===== src/rtl/key_entry_sequencer_if.sv =====
// Key-entry sequencer bus: keypad strobe and CPU status in,
// operands, operator and sequencing controls out.
interface key_entry_sequencer_if #(
  parameter int DATA_WIDTH = 8
);
  logic                  key_valid;
  logic [7:0]            key_code;
  logic                  cpu_done;
  logic [DATA_WIDTH-1:0] operand1;
  logic [DATA_WIDTH-1:0] operand2;
  logic [7:0]            operator;
  logic                  assembler_en;
  logic                  cu_en;
  logic                  soft_reset;
  logic                  key_error;
  logic [2:0]            seq_state;

  modport master (
    output key_valid, key_code, cpu_done,
    input  operand1, operand2, operator,
    input  assembler_en, cu_en, soft_reset,
    input  key_error, seq_state
  );

  modport slave (
    input  key_valid, key_code, cpu_done,
    output operand1, operand2, operator,
    output assembler_en, cu_en, soft_reset,
    output key_error, seq_state
  );
endinterface


===== src/rtl/key_entry_sequencer.sv =====
// Event-driven keypad parser: builds two decimal operands and an
// operator, then sequences the assembler window and the CPU run.
// Ports: clock, globalReset_n (async, active-low), bus (slave):
//   key_valid/key_code/cpu_done in; operand1/operand2/operator,
//   assembler_en, cu_en, soft_reset, key_error, seq_state out.
// Option: define KEY_ENTRY_TIMEOUT_EN to abort RUN after
//   RUN_TIMEOUT clocks without cpu_done.
module key_entry_sequencer #(
  parameter int DATA_WIDTH  = 8,
  parameter int MAX_DIGITS  = 2,
  parameter int ASM_CYCLES  = 4,
  parameter int RUN_TIMEOUT = 1000000
) (
  input logic                  clock,
  input logic                  globalReset_n,
  key_entry_sequencer_if.slave bus
);
  localparam int CW = $clog2(MAX_DIGITS + 1);
  localparam int AW = (ASM_CYCLES > 1) ? $clog2(ASM_CYCLES) : 1;
  localparam int PW = DATA_WIDTH + 4;

  localparam logic [CW-1:0] CMAX  = CW'(MAX_DIGITS);
  localparam logic [AW-1:0] ALAST = AW'(ASM_CYCLES - 1);
  localparam logic [PW-1:0] SAT   = {4'b0, {DATA_WIDTH{1'b1}}};

  if (MAX_DIGITS < 1) begin : g_bad_digits
    $error("MAX_DIGITS must be >= 1");
  end
  if (ASM_CYCLES < 1) begin : g_bad_asm
    $error("ASM_CYCLES must be >= 1");
  end
  if (RUN_TIMEOUT < 1) begin : g_bad_tmo
    $error("RUN_TIMEOUT must be >= 1");
  end

  typedef enum logic [2:0] {
    OP1   = 3'd0,
    OP2   = 3'd1,
    ASM   = 3'd2,
    READY = 3'd3,
    RUN   = 3'd4
  } state_e;

  state_e                state_q, state_d;
  logic [DATA_WIDTH-1:0] op1_q, op1_d;
  logic [DATA_WIDTH-1:0] op2_q, op2_d;
  logic [7:0]            oper_q, oper_d;
  logic [CW-1:0]         cnt1_q, cnt1_d;
  logic [CW-1:0]         cnt2_q, cnt2_d;
  logic [AW-1:0]         asm_cnt_q, asm_cnt_d;
  logic                  asm_en_q, asm_en_d;
  logic                  cu_en_q, cu_en_d;
  logic                  sr_q, sr_d;
  logic                  err_q, err_d;
  logic                  done_q, done_p_q;

`ifdef KEY_ENTRY_TIMEOUT_EN
  localparam int TW = $clog2(RUN_TIMEOUT + 1);
  localparam logic [TW-1:0] TLAST = TW'(RUN_TIMEOUT - 1);
  logic [TW-1:0] tmo_q, tmo_d;
`endif

  logic is_digit, is_oper, is_enter, is_eq, is_clr;
  assign is_digit = bus.key_code <= 8'd9;
  assign is_oper  = (bus.key_code >= 8'd20) &&
                    (bus.key_code <= 8'd23);
  assign is_enter = bus.key_code == 8'd26;
  assign is_eq    = bus.key_code == 8'd27;
  assign is_clr   = bus.key_code == 8'd28;

  logic rise;
  assign rise = done_q & ~done_p_q;

  // Active operand accumulator; a zero digit count means the
  // operand restarts from 0 (retained display values are dropped).
  logic                  in_op2;
  logic [CW-1:0]         cnt_cur;
  logic [DATA_WIDTH-1:0] acc_cur;
  logic [PW-1:0]         prod;
  logic [DATA_WIDTH-1:0] acc_new;

  assign in_op2  = state_q == OP2;
  assign cnt_cur = in_op2 ? cnt2_q : cnt1_q;
  assign acc_cur = (cnt_cur == '0) ? '0 :
                   (in_op2 ? op2_q : op1_q);
  assign prod    = PW'(acc_cur) * PW'(10) +
                   PW'(bus.key_code[3:0]);
  assign acc_new = (prod > SAT) ? {DATA_WIDTH{1'b1}} :
                   prod[DATA_WIDTH-1:0];

  always_comb begin
    state_d   = state_q;
    op1_d     = op1_q;
    op2_d     = op2_q;
    oper_d    = oper_q;
    cnt1_d    = cnt1_q;
    cnt2_d    = cnt2_q;
    asm_cnt_d = asm_cnt_q;
    asm_en_d  = asm_en_q;
    cu_en_d   = cu_en_q;
    sr_d      = 1'b0;
    err_d     = 1'b0;
`ifdef KEY_ENTRY_TIMEOUT_EN
    tmo_d     = tmo_q;
`endif

    if (bus.key_valid && is_clr) begin
      state_d   = OP1;
      op1_d     = '0;
      op2_d     = '0;
      oper_d    = '0;
      cnt1_d    = '0;
      cnt2_d    = '0;
      asm_cnt_d = '0;
      asm_en_d  = 1'b0;
      cu_en_d   = 1'b0;
      sr_d      = 1'b1;
`ifdef KEY_ENTRY_TIMEOUT_EN
      tmo_d     = '0;
`endif
    end else begin
      unique case (state_q)
        ASM: begin
          err_d     = bus.key_valid;
          asm_cnt_d = asm_cnt_q + AW'(1);
          if (asm_cnt_q == ALAST) begin
            asm_cnt_d = '0;
            asm_en_d  = 1'b0;
            state_d   = READY;
          end
        end
        RUN: begin
          err_d = bus.key_valid;
          if (rise) begin
            cu_en_d = 1'b0;
            cnt1_d  = '0;
            cnt2_d  = '0;
            state_d = OP1;
          end
`ifdef KEY_ENTRY_TIMEOUT_EN
          else if (tmo_q == TLAST) begin
            cu_en_d = 1'b0;
            err_d   = 1'b1;
            cnt1_d  = '0;
            cnt2_d  = '0;
            state_d = OP1;
          end else begin
            tmo_d = tmo_q + TW'(1);
          end
`endif
        end
        default: begin
          if (bus.key_valid) begin
            unique case (1'b1)
              is_digit: begin
                if (state_q == READY ||
                    cnt_cur == CMAX) begin
                  err_d = 1'b1;
                end else if (in_op2) begin
                  op2_d  = acc_new;
                  cnt2_d = cnt2_q + CW'(1);
                end else begin
                  op1_d  = acc_new;
                  cnt1_d = cnt1_q + CW'(1);
                  if (cnt1_q == '0) begin
                    op2_d  = '0;
                    oper_d = '0;
                  end
                end
              end
              is_oper: begin
                if (state_q == OP1 && cnt1_q != '0) begin
                  oper_d  = bus.key_code;
                  state_d = OP2;
                end else if (in_op2 && cnt2_q == '0) begin
                  oper_d = bus.key_code;
                end else begin
                  err_d = 1'b1;
                end
              end
              is_enter: begin
                if (in_op2 && cnt2_q != '0) begin
                  asm_en_d  = 1'b1;
                  asm_cnt_d = '0;
                  state_d   = ASM;
                end else begin
                  err_d = 1'b1;
                end
              end
              is_eq: begin
                if (state_q == READY) begin
                  cu_en_d = 1'b1;
                  state_d = RUN;
`ifdef KEY_ENTRY_TIMEOUT_EN
                  tmo_d   = '0;
`endif
                end else begin
                  err_d = 1'b1;
                end
              end
              default: err_d = 1'b1;
            endcase
          end
        end
      endcase
    end
  end

  always_ff @(posedge clock or negedge globalReset_n) begin
    if (!globalReset_n) begin
      state_q   <= OP1;
      op1_q     <= '0;
      op2_q     <= '0;
      oper_q    <= '0;
      cnt1_q    <= '0;
      cnt2_q    <= '0;
      asm_cnt_q <= '0;
      asm_en_q  <= 1'b0;
      cu_en_q   <= 1'b0;
      sr_q      <= 1'b0;
      err_q     <= 1'b0;
      done_q    <= 1'b0;
      done_p_q  <= 1'b0;
    end else begin
      state_q   <= state_d;
      op1_q     <= op1_d;
      op2_q     <= op2_d;
      oper_q    <= oper_d;
      cnt1_q    <= cnt1_d;
      cnt2_q    <= cnt2_d;
      asm_cnt_q <= asm_cnt_d;
      asm_en_q  <= asm_en_d;
      cu_en_q   <= cu_en_d;
      sr_q      <= sr_d;
      err_q     <= err_d;
      done_q    <= bus.cpu_done;
      done_p_q  <= done_q;
    end
  end

`ifdef KEY_ENTRY_TIMEOUT_EN
  always_ff @(posedge clock or negedge globalReset_n) begin
    if (!globalReset_n) tmo_q <= '0;
    else                tmo_q <= tmo_d;
  end
`endif

  assign bus.operand1     = op1_q;
  assign bus.operand2     = op2_q;
  assign bus.operator     = oper_q;
  assign bus.assembler_en = asm_en_q;
  assign bus.cu_en        = cu_en_q;
  assign bus.soft_reset   = sr_q;
  assign bus.key_error    = err_q;
  assign bus.seq_state    = state_q;
endmodule


===== src/flat_wrapper.sv =====
// flat-port wrapper written by rule: the top's interface ports become plain ports
module key_entry_sequencer_flat 
#(
  parameter int DATA_WIDTH  = 8,
  parameter int MAX_DIGITS  = 2,
  parameter int ASM_CYCLES  = 4,
  parameter int RUN_TIMEOUT = 1000000
)
  (clock, globalReset_n, bus_key_valid, bus_key_code, bus_cpu_done, bus_operand1, bus_operand2, bus_operator, bus_assembler_en, bus_cu_en, bus_soft_reset, bus_key_error, bus_seq_state);
  key_entry_sequencer_if #(.DATA_WIDTH(DATA_WIDTH)) bus_i ();
  input logic clock;
  input logic globalReset_n;
  input wire logic [$bits(bus_i.key_valid)-1:0] bus_key_valid;
  input wire logic [$bits(bus_i.key_code)-1:0] bus_key_code;
  input wire logic [$bits(bus_i.cpu_done)-1:0] bus_cpu_done;
  output wire logic [$bits(bus_i.operand1)-1:0] bus_operand1;
  output wire logic [$bits(bus_i.operand2)-1:0] bus_operand2;
  output wire logic [$bits(bus_i.operator)-1:0] bus_operator;
  output wire logic [$bits(bus_i.assembler_en)-1:0] bus_assembler_en;
  output wire logic [$bits(bus_i.cu_en)-1:0] bus_cu_en;
  output wire logic [$bits(bus_i.soft_reset)-1:0] bus_soft_reset;
  output wire logic [$bits(bus_i.key_error)-1:0] bus_key_error;
  output wire logic [$bits(bus_i.seq_state)-1:0] bus_seq_state;
  assign bus_i.key_valid = bus_key_valid;
  assign bus_i.key_code = bus_key_code;
  assign bus_i.cpu_done = bus_cpu_done;
  assign bus_operand1 = bus_i.operand1;
  assign bus_operand2 = bus_i.operand2;
  assign bus_operator = bus_i.operator;
  assign bus_assembler_en = bus_i.assembler_en;
  assign bus_cu_en = bus_i.cu_en;
  assign bus_soft_reset = bus_i.soft_reset;
  assign bus_key_error = bus_i.key_error;
  assign bus_seq_state = bus_i.seq_state;
  key_entry_sequencer #(.DATA_WIDTH(DATA_WIDTH), .MAX_DIGITS(MAX_DIGITS), .ASM_CYCLES(ASM_CYCLES), .RUN_TIMEOUT(RUN_TIMEOUT)) u_core (.clock(clock), .globalReset_n(globalReset_n), .bus(bus_i));
endmodule

===== config.mk =====
export PLATFORM = sky130hd
export DESIGN_NAME = key_entry_sequencer_flat
export DESIGN_NICKNAME = d
export VERILOG_FILES = /design/src/rtl/key_entry_sequencer_if.sv /design/src/rtl/key_entry_sequencer.sv /design/src/flat_wrapper.sv
export SDC_FILE = /design/constraint.sdc
export NUM_CORES = 1
export LEC_CHECK = 0
export CORE_ASPECT_RATIO = 0.9
export CORE_UTILIZATION = 55
export DETAILED_ROUTE_END_ITERATION = 7
export PLACE_DENSITY = 0.82
export SYNTH_ARGS = -nofsm -noshare
export SYNTH_HDL_FRONTEND = slang
export SYNTH_SLANG_ARGS = --single-unit
export TNS_END_PERCENT = 30

===== constraint.sdc =====
create_clock -name clock -period 7.8 [get_ports clock]
set_input_delay 2.34 -clock clock [delete_from_list [all_inputs] [get_ports clock]]
set_output_delay 2.34 -clock clock [all_outputs]
set_load 0.02 [all_outputs]

==> impl_metrics.env, run 1 <==
export IMPL_status="completed"
export IMPL_syn_cell_area_um2=2580
export IMPL_cp_num_buf_inv=0
export IMPL_cts_resized=0
export IMPL_grt_pass1_vias=2212
export IMPL_maxSlewViolCount=0
export IMPL_min_path_type="reg -> reg"
export IMPL_coreArea_um2=4490
export IMPL_async_reset_ff_share_pct=100
export IMPL_wl_per_cell_um=17.2
export IMPL_cp_max_fo=17
export IMPL_end_kind="flop"
export IMPL_dieArea_um2=4970
export IMPL_place_congestion=0.979
export IMPL_powerDensity_nw_per_um2=242
export IMPL_slew_headroom_pct=43.5
export IMPL_dr_pass1_iters=5
export IMPL_antenna_found_initial=0
export IMPL_required_ns=7.99
export IMPL_grt_max_degree=40
export IMPL_avgSynthCellArea_um2=9.32
export IMPL_ys_seq_elements=39
export IMPL_p_sw_uw=297
export IMPL_synth_warnings=0
export IMPL_cp_top_family="simple AND/OR/NAND/NOR gates"
export IMPL_avgViaCountPerCell=6.09
export IMPL_cp_start_kind="flop"
export IMPL_htreeDepth=2
export IMPL_ir_drop_mv=0.189
export IMPL_fin_skew_ns=0.00878
export IMPL_period_needed_ns=4.96
export IMPL_power_frac_comb_pct=44.1
export IMPL_netlist_instances=277
export IMPL_crit_type="reg -> reg"
export IMPL_clockBufferDepth=2
export IMPL_hold_viol_final=0
export IMPL_layout_nets=349
export IMPL_slowest_delay_ns=0.73
export IMPL_routed_wl_um=6550
export IMPL_worstMarginPinSlew_ns=0.848
export IMPL_seq_power_share_pct=33.5
export IMPL_hold_buffers=0
export IMPL_final_util_pct=70.3
export IMPL_drive_above_1_share_pct=7.50
export IMPL_finalSetupTns_ns=0
export IMPL_start_util_pct=57.5
export IMPL_fillerInstances=391
export IMPL_leakage_uw=0.00142
export IMPL_power_internal_uw=467
export IMPL_route_detailed_drc=0
export IMPL_drt_iter0_markers=179
export IMPL_num_antenna_cells=0
export IMPL_die_h_um=67.0
export IMPL_grt_ovfl_total=0
export IMPL_cts_buffers=5
export IMPL_vias=2327
export IMPL_synthesis_nets=307
export IMPL_fp_dieW_um=74.2
export IMPL_io_buffers=42
export IMPL_cpMostUsedCell="a21oi_1"
export IMPL_num_rows=23
export IMPL_cts_tree="yes"
export IMPL_max_cap_viol_count=0
export IMPL_synth_edff_count=0
export IMPL_timing_fmax_ghz=0.202
export IMPL_io_pins=43
export IMPL_min_period_over_period_pct=63.5
export IMPL_cts_clk_slew_worst_paths_ns=0.09
export IMPL_grt_first_pass_wirelength_um=10900
export IMPL_clock_latency_ns=0.30
export IMPL_arrival_ns=5.15
export IMPL_cts_sinks=39
export IMPL_path_cells="nor3b_4 -> mux2_2 -> a21oi_1 -> ha_1 -> fa_1 -> nand2_1 -> a21oi_1 -> nor4b_1 -> mux2i_1 -> nand4_1 -> a22o_1"
export IMPL_cpMaxStageDelayCell="nor3b_4"
export IMPL_area_growth_synth_to_final_pct=22.3
export IMPL_rsz0062_at_grt="no"
export IMPL_root_buffer="clkbuf_8"
export IMPL_switching_share_pct=38.9
export IMPL_cts_setup_buffers=0
export IMPL_yosysSeqAreaShare_pct=37.8
export IMPL_synth_ff_type="dfrtp_1"
export IMPL_hpwl_um=4950
export IMPL_yosysUniqueCellTypes=59
export IMPL_hold_ws_ns=0.380
export IMPL_ant_nets=0
export IMPL_setup_viol=0
export IMPL_p_clk_share_pct=22.4
export IMPL_track_usage_pct=29.4
## synth_stat cells (all sizes together) (3+ instances only)
library cell | instances | share of area, %
a211oi | 4 | 1.6
a21o | 4 | 1.2
a21oi | 19 | 3.7
a22o | 18 | 6.1
and2 | 5 | 1.2
buf | 3 | 0.58
clkbuf | 4 | 0.58
dfrtp | 39 | 38
ha | 16 | 7.8
inv | 13 | 1.9
mux2i | 3 | 1.2
nand2 | 30 | 4.4
nand2b | 3 | 0.73
nand3 | 10 | 1.9
nand4 | 4 | 0.97
nor2 | 23 | 3.5
nor2b | 3 | 0.73
nor3 | 11 | 2.3
o211ai | 3 | 0.87
o21ai | 11 | 2.1
xnor2 | 7 | 2.4
xor2 | 4 | 1.4
## final timing paths
path,start,to,slack [ns],depth (start not counted)
worst min-delay path,u_core.done_q,u_core.done_p_q,0.38,0
worst max-delay path,u_core.bus.seq_state[1],u_core.bus.operand2[5],2.84,11
min in group asynchronous,globalReset_n,u_core.done_p_q,2.15,1
worst max register to register,u_core.bus.seq_state[1],u_core.bus.operand2[5],2.84,11
worst min register to register,u_core.done_q,u_core.done_p_q,0.38,0
max in group asynchronous,globalReset_n,u_core.bus.operator[6],5.11,1
## per-layer routing
metal  routed length [µm]  global-route usage, %  vias to the layer above
met1                 3050                   42.3                     1116
met3                  455                   6.81                        6
met5                    0                      0                        -
li1                     -                      -                     1108
met4                   54                   6.84                        0
met2                 3000                   44.7                       97
## stage by stage
step | total power [µW] | area (µm²) | setup WS, ns | instances
final | 764 | 3160 | 2.84 | 382
after global routing | 808 | 3160 | 2.58 | 382
after CTS | 762 | 3160 | 2.90 | 382
after detailed placement | 592 | 3040 | 2.61 | 374
after global placement | 582 | 3040 | 2.71 | 374
after floorplan | 475 | 2580 | 3.59 | 277
## cell families (layout without fill, tap and decap cells)
group	count (synthesis)	in the layout	synth area share, %
AOI/OAI and AO/OA	79	79	22.9
xor gates and xnor gates	11	11	3.73
adders and majority gates	18	18	9.31
buffers and inverters	20	63	3.05
DFF	39	39	37.8
muxes	5	5	2.04
and+or+nand+nor	105	105	21.1
## registers in the layout (all words and copies together), names as in the netlist
name                     cells
u_core.asm_cnt_q             2
u_core.bus.assembler_en      1
u_core.bus.cu_en             1
u_core.bus.key_error         1
u_core.bus.operand1          8
u_core.bus.operand2          8
u_core.bus.operator          8
u_core.bus.seq_state         3
u_core.bus.soft_reset        1
u_core.cnt1_q                2
u_core.cnt2_q                2
u_core.done_p_q              1
u_core.done_q                1
## power groups by stage
stage	clock network, µW	registers, µW	logic [µW]
detailed placement	0	258	334
floorplan	0	275	199
global route	181	258	369
global placement	0	258	324
CTS	172	255	335
finish	171	256	337
## final cells by class
| class | count | area (µm²) | share of cell area, % |
|---|---|---|---|
| Clock buffer | 5 | 68.8 | 2.18 |
| Clock inverter | 3 | 43.8 | 1.39 |
| Tap cell | 62 | 77.6 | 2.46 |
| Multi-Input combinational cell | 218 | 1530 | 48.4 |
| Sequential cell | 39 | 976 | 30.9 |
| Timing Repair Buffer | 42 | 415 | 13.2 |
| Inverter | 13 | 48.8 | 1.55 |
## cells in the final DEF (no fill, tap or decap), types with 2 or more instances in the layout
master,count
clkdlybuf4s50_1,41
dfrtp_1,39
nand2_1,30
nor2_1,21
a21oi_1,19
a22o_1,18
ha_1,16
inv_1,12
nand3_1,10
nor3_1,10
o21ai_0,9
xnor2_1,7
and2_1,5
clkbuf_8,5
xor2_1,4
a21o_1,4
nand4_1,4
a211oi_1,3
mux2i_1,3
nor2b_1,3
nand2b_1,3
o211ai_1,3
nor4b_1,2
mux2_2,2
a21boi_0,2
nand3b_1,2
nor4_1,2
a21bo_2,2
o21ai_1,2
nor2_2,2
a32o_1,2
fa_1,2
(Power assumes the default switching activity.)
==> inputs of run 2 (changes only) <==
- CORE_UTILIZATION: 55 -> 54
- PLACE_DENSITY: 0.82 -> 0.81
- clock period: 7.8 -> 4.75 ns (I/O delays scaled with it)
==> impl_metrics.env, run 2 (synthesis gave the netlist of run 1 again) <==
export IMPL_dpl_cell_area_um2=3080
export IMPL_coreArea_um2=4520
export IMPL_dp_cells=379
export IMPL_end_kind="flop"
export IMPL_wl_per_cell_um=17.3
export IMPL_finalSetupTns_ns=0
export IMPL_ant_nets=0
export IMPL_num_antenna_cells=0
export IMPL_powerDensity_nw_per_um2=389
export IMPL_stdcell_area_um2=3190
export IMPL_io_buffers=42
export IMPL_io_pins=43
export IMPL_hold_viol_final=0
export IMPL_crit_type="reg -> reg"
export IMPL_finalWorstSetupSlack_ns=0.571
export IMPL_drive_above_1_share_pct=8.92
export IMPL_routed_wl_um=6700
export IMPL_fp_dieW_um=74.9
export IMPL_hpwl_um=5040
export IMPL_r2r_slack_ns=0.57
export IMPL_cts_sinks=39
export IMPL_area_growth_synth_to_final_pct=23.8
export IMPL_grt_pass1_vias=2220
export IMPL_maxSlewViolCount=0
export IMPL_leakage_uw=0.00144
export IMPL_antenna_found_initial=0
export IMPL_max_cap_viol_count=0
export IMPL_cts_tree="yes"
export IMPL_status="completed"
export IMPL_worstMarginPinSlew_ns=0.860
export IMPL_cts_buffers=5
export IMPL_grt_max_degree=40
export IMPL_timing_fmax_ghz=0.239
export IMPL_rsz0062_at_grt="no"
export IMPL_hold_buffers=0
export IMPL_period_needed_ns=4.18
export IMPL_route_detailed_drc=0
export IMPL_cp_max_fo=10
export IMPL_cts_clk_slew_worst_paths_ns=0.08
export IMPL_dr_pass1_iters=5
export IMPL_num_rows=23
export IMPL_place_congestion=0.961
export IMPL_min_period_over_period_pct=88.0
export IMPL_ir_drop_mv=0.230
export IMPL_cp_start_kind="flop"
export IMPL_start_util_pct=57.1
export IMPL_grt_first_pass_wirelength_um=11000
export IMPL_slew_headroom_pct=42.6
export IMPL_layout_nets=354
export IMPL_setup_viol=0
export IMPL_min_path_type="reg -> reg"
export IMPL_clock_latency_ns=0.29
export IMPL_arrival_ns=4.36
export IMPL_htreeDepth=2
export IMPL_final_common_cell="clkdlybuf4s50_1"
export IMPL_die_h_um=67.6
export IMPL_finalNonFillerCells=387
export IMPL_vias=2345
export IMPL_finalPower_uw=1240
export IMPL_root_buffer="clkbuf_8"
export IMPL_final_cell_mix="41 x clkdlybuf4s50_1, 39 x dfrtp_1, 30 x nand2_1"
export IMPL_grt_ovfl_total=0
export IMPL_clockBufferDepth=2
export IMPL_place_ws_ns=0.543
export IMPL_track_usage_pct=29.1
export IMPL_cts_setup_buffers=0
export IMPL_avgViaCountPerCell=6.06
export IMPL_dieArea_um2=5060
export IMPL_required_ns=4.93
export IMPL_drt_iter0_markers=232
export IMPL_fin_skew_ns=0.00462
export IMPL_cts_resized=0
[run 2: cell types whose count changed in the layout (fill, tap and decap cells not counted)]
cell / change
buf_4: +5
[run 2: power breakdown]
| part | internal (µW) | total [µW] | leakage (µW) | switching (µW) |
|---|---|---|---|---|
| clock network | 156 | 278 | 0.0000581 | 122 |
| registers | 372 | 418 | 0.000511 | 46.1 |
| logic | 240 | 545 | 0.000871 | 305 |
[run 2: path summary, 6_finish.rpt]
path,start,end,cells after the start
worst max-delay path,u_core.bus.seq_state[0],u_core.bus.operand1[4],13
worst min-delay path,u_core.done_q,u_core.done_p_q,0
worst max register to register,u_core.bus.seq_state[0],u_core.bus.operand1[4],13
worst min register to register,u_core.done_q,u_core.done_p_q,0
max in group asynchronous,globalReset_n,u_core.bus.operator[1],1
min in group asynchronous,globalReset_n,u_core.done_p_q,1
[run 2: cell type report]
type | count | area (µm²)
timing repair buffer | 47 | 453
clock inverter | 3 | 43.8
clock buffer | 5 | 68.8
tap | 62 | 77.6
sequential | 39 | 976
inverter | 13 | 48.8
fill | 377 | 1320
multi-input combinational | 218 | 1530
[run 2: routing by layer]
layer  GRT usage [%]  up-vias  share of wire, %  routed length [µm]
met5               0        -                 0                   0
met2            45.0       86                46                3120
met4            6.13        0              0.85                  57
met1            42.0     1143                46                3080
li1                -     1109                 -                   -
met3            5.67        7               6.6                 444
[run 2: per-stage QoR]
stage                     hold WS (ns)  util [%]
after floorplan                  0.354         -
after global placement           0.368      68.2
after detailed placement         0.372      68.2
after CTS                        0.389      70.7
after global routing             0.400      70.7
final                            0.388      70.7
[run 2: worst max-delay path: stages (launching register included)]
cell and delay (ns):
dfrtp_1 0.51, inv_1 0.16, or3_1 0.56, nand2_1 0.14, a21oi_1 0.11, ha_1 0.21
ha_1 0.20, fa_1 0.52, nand2_1 0.07, a21oi_1 0.18, nor4b_1 0.34, mux2i_1 0.56
nand4_1 0.22, a22o_1 0.26
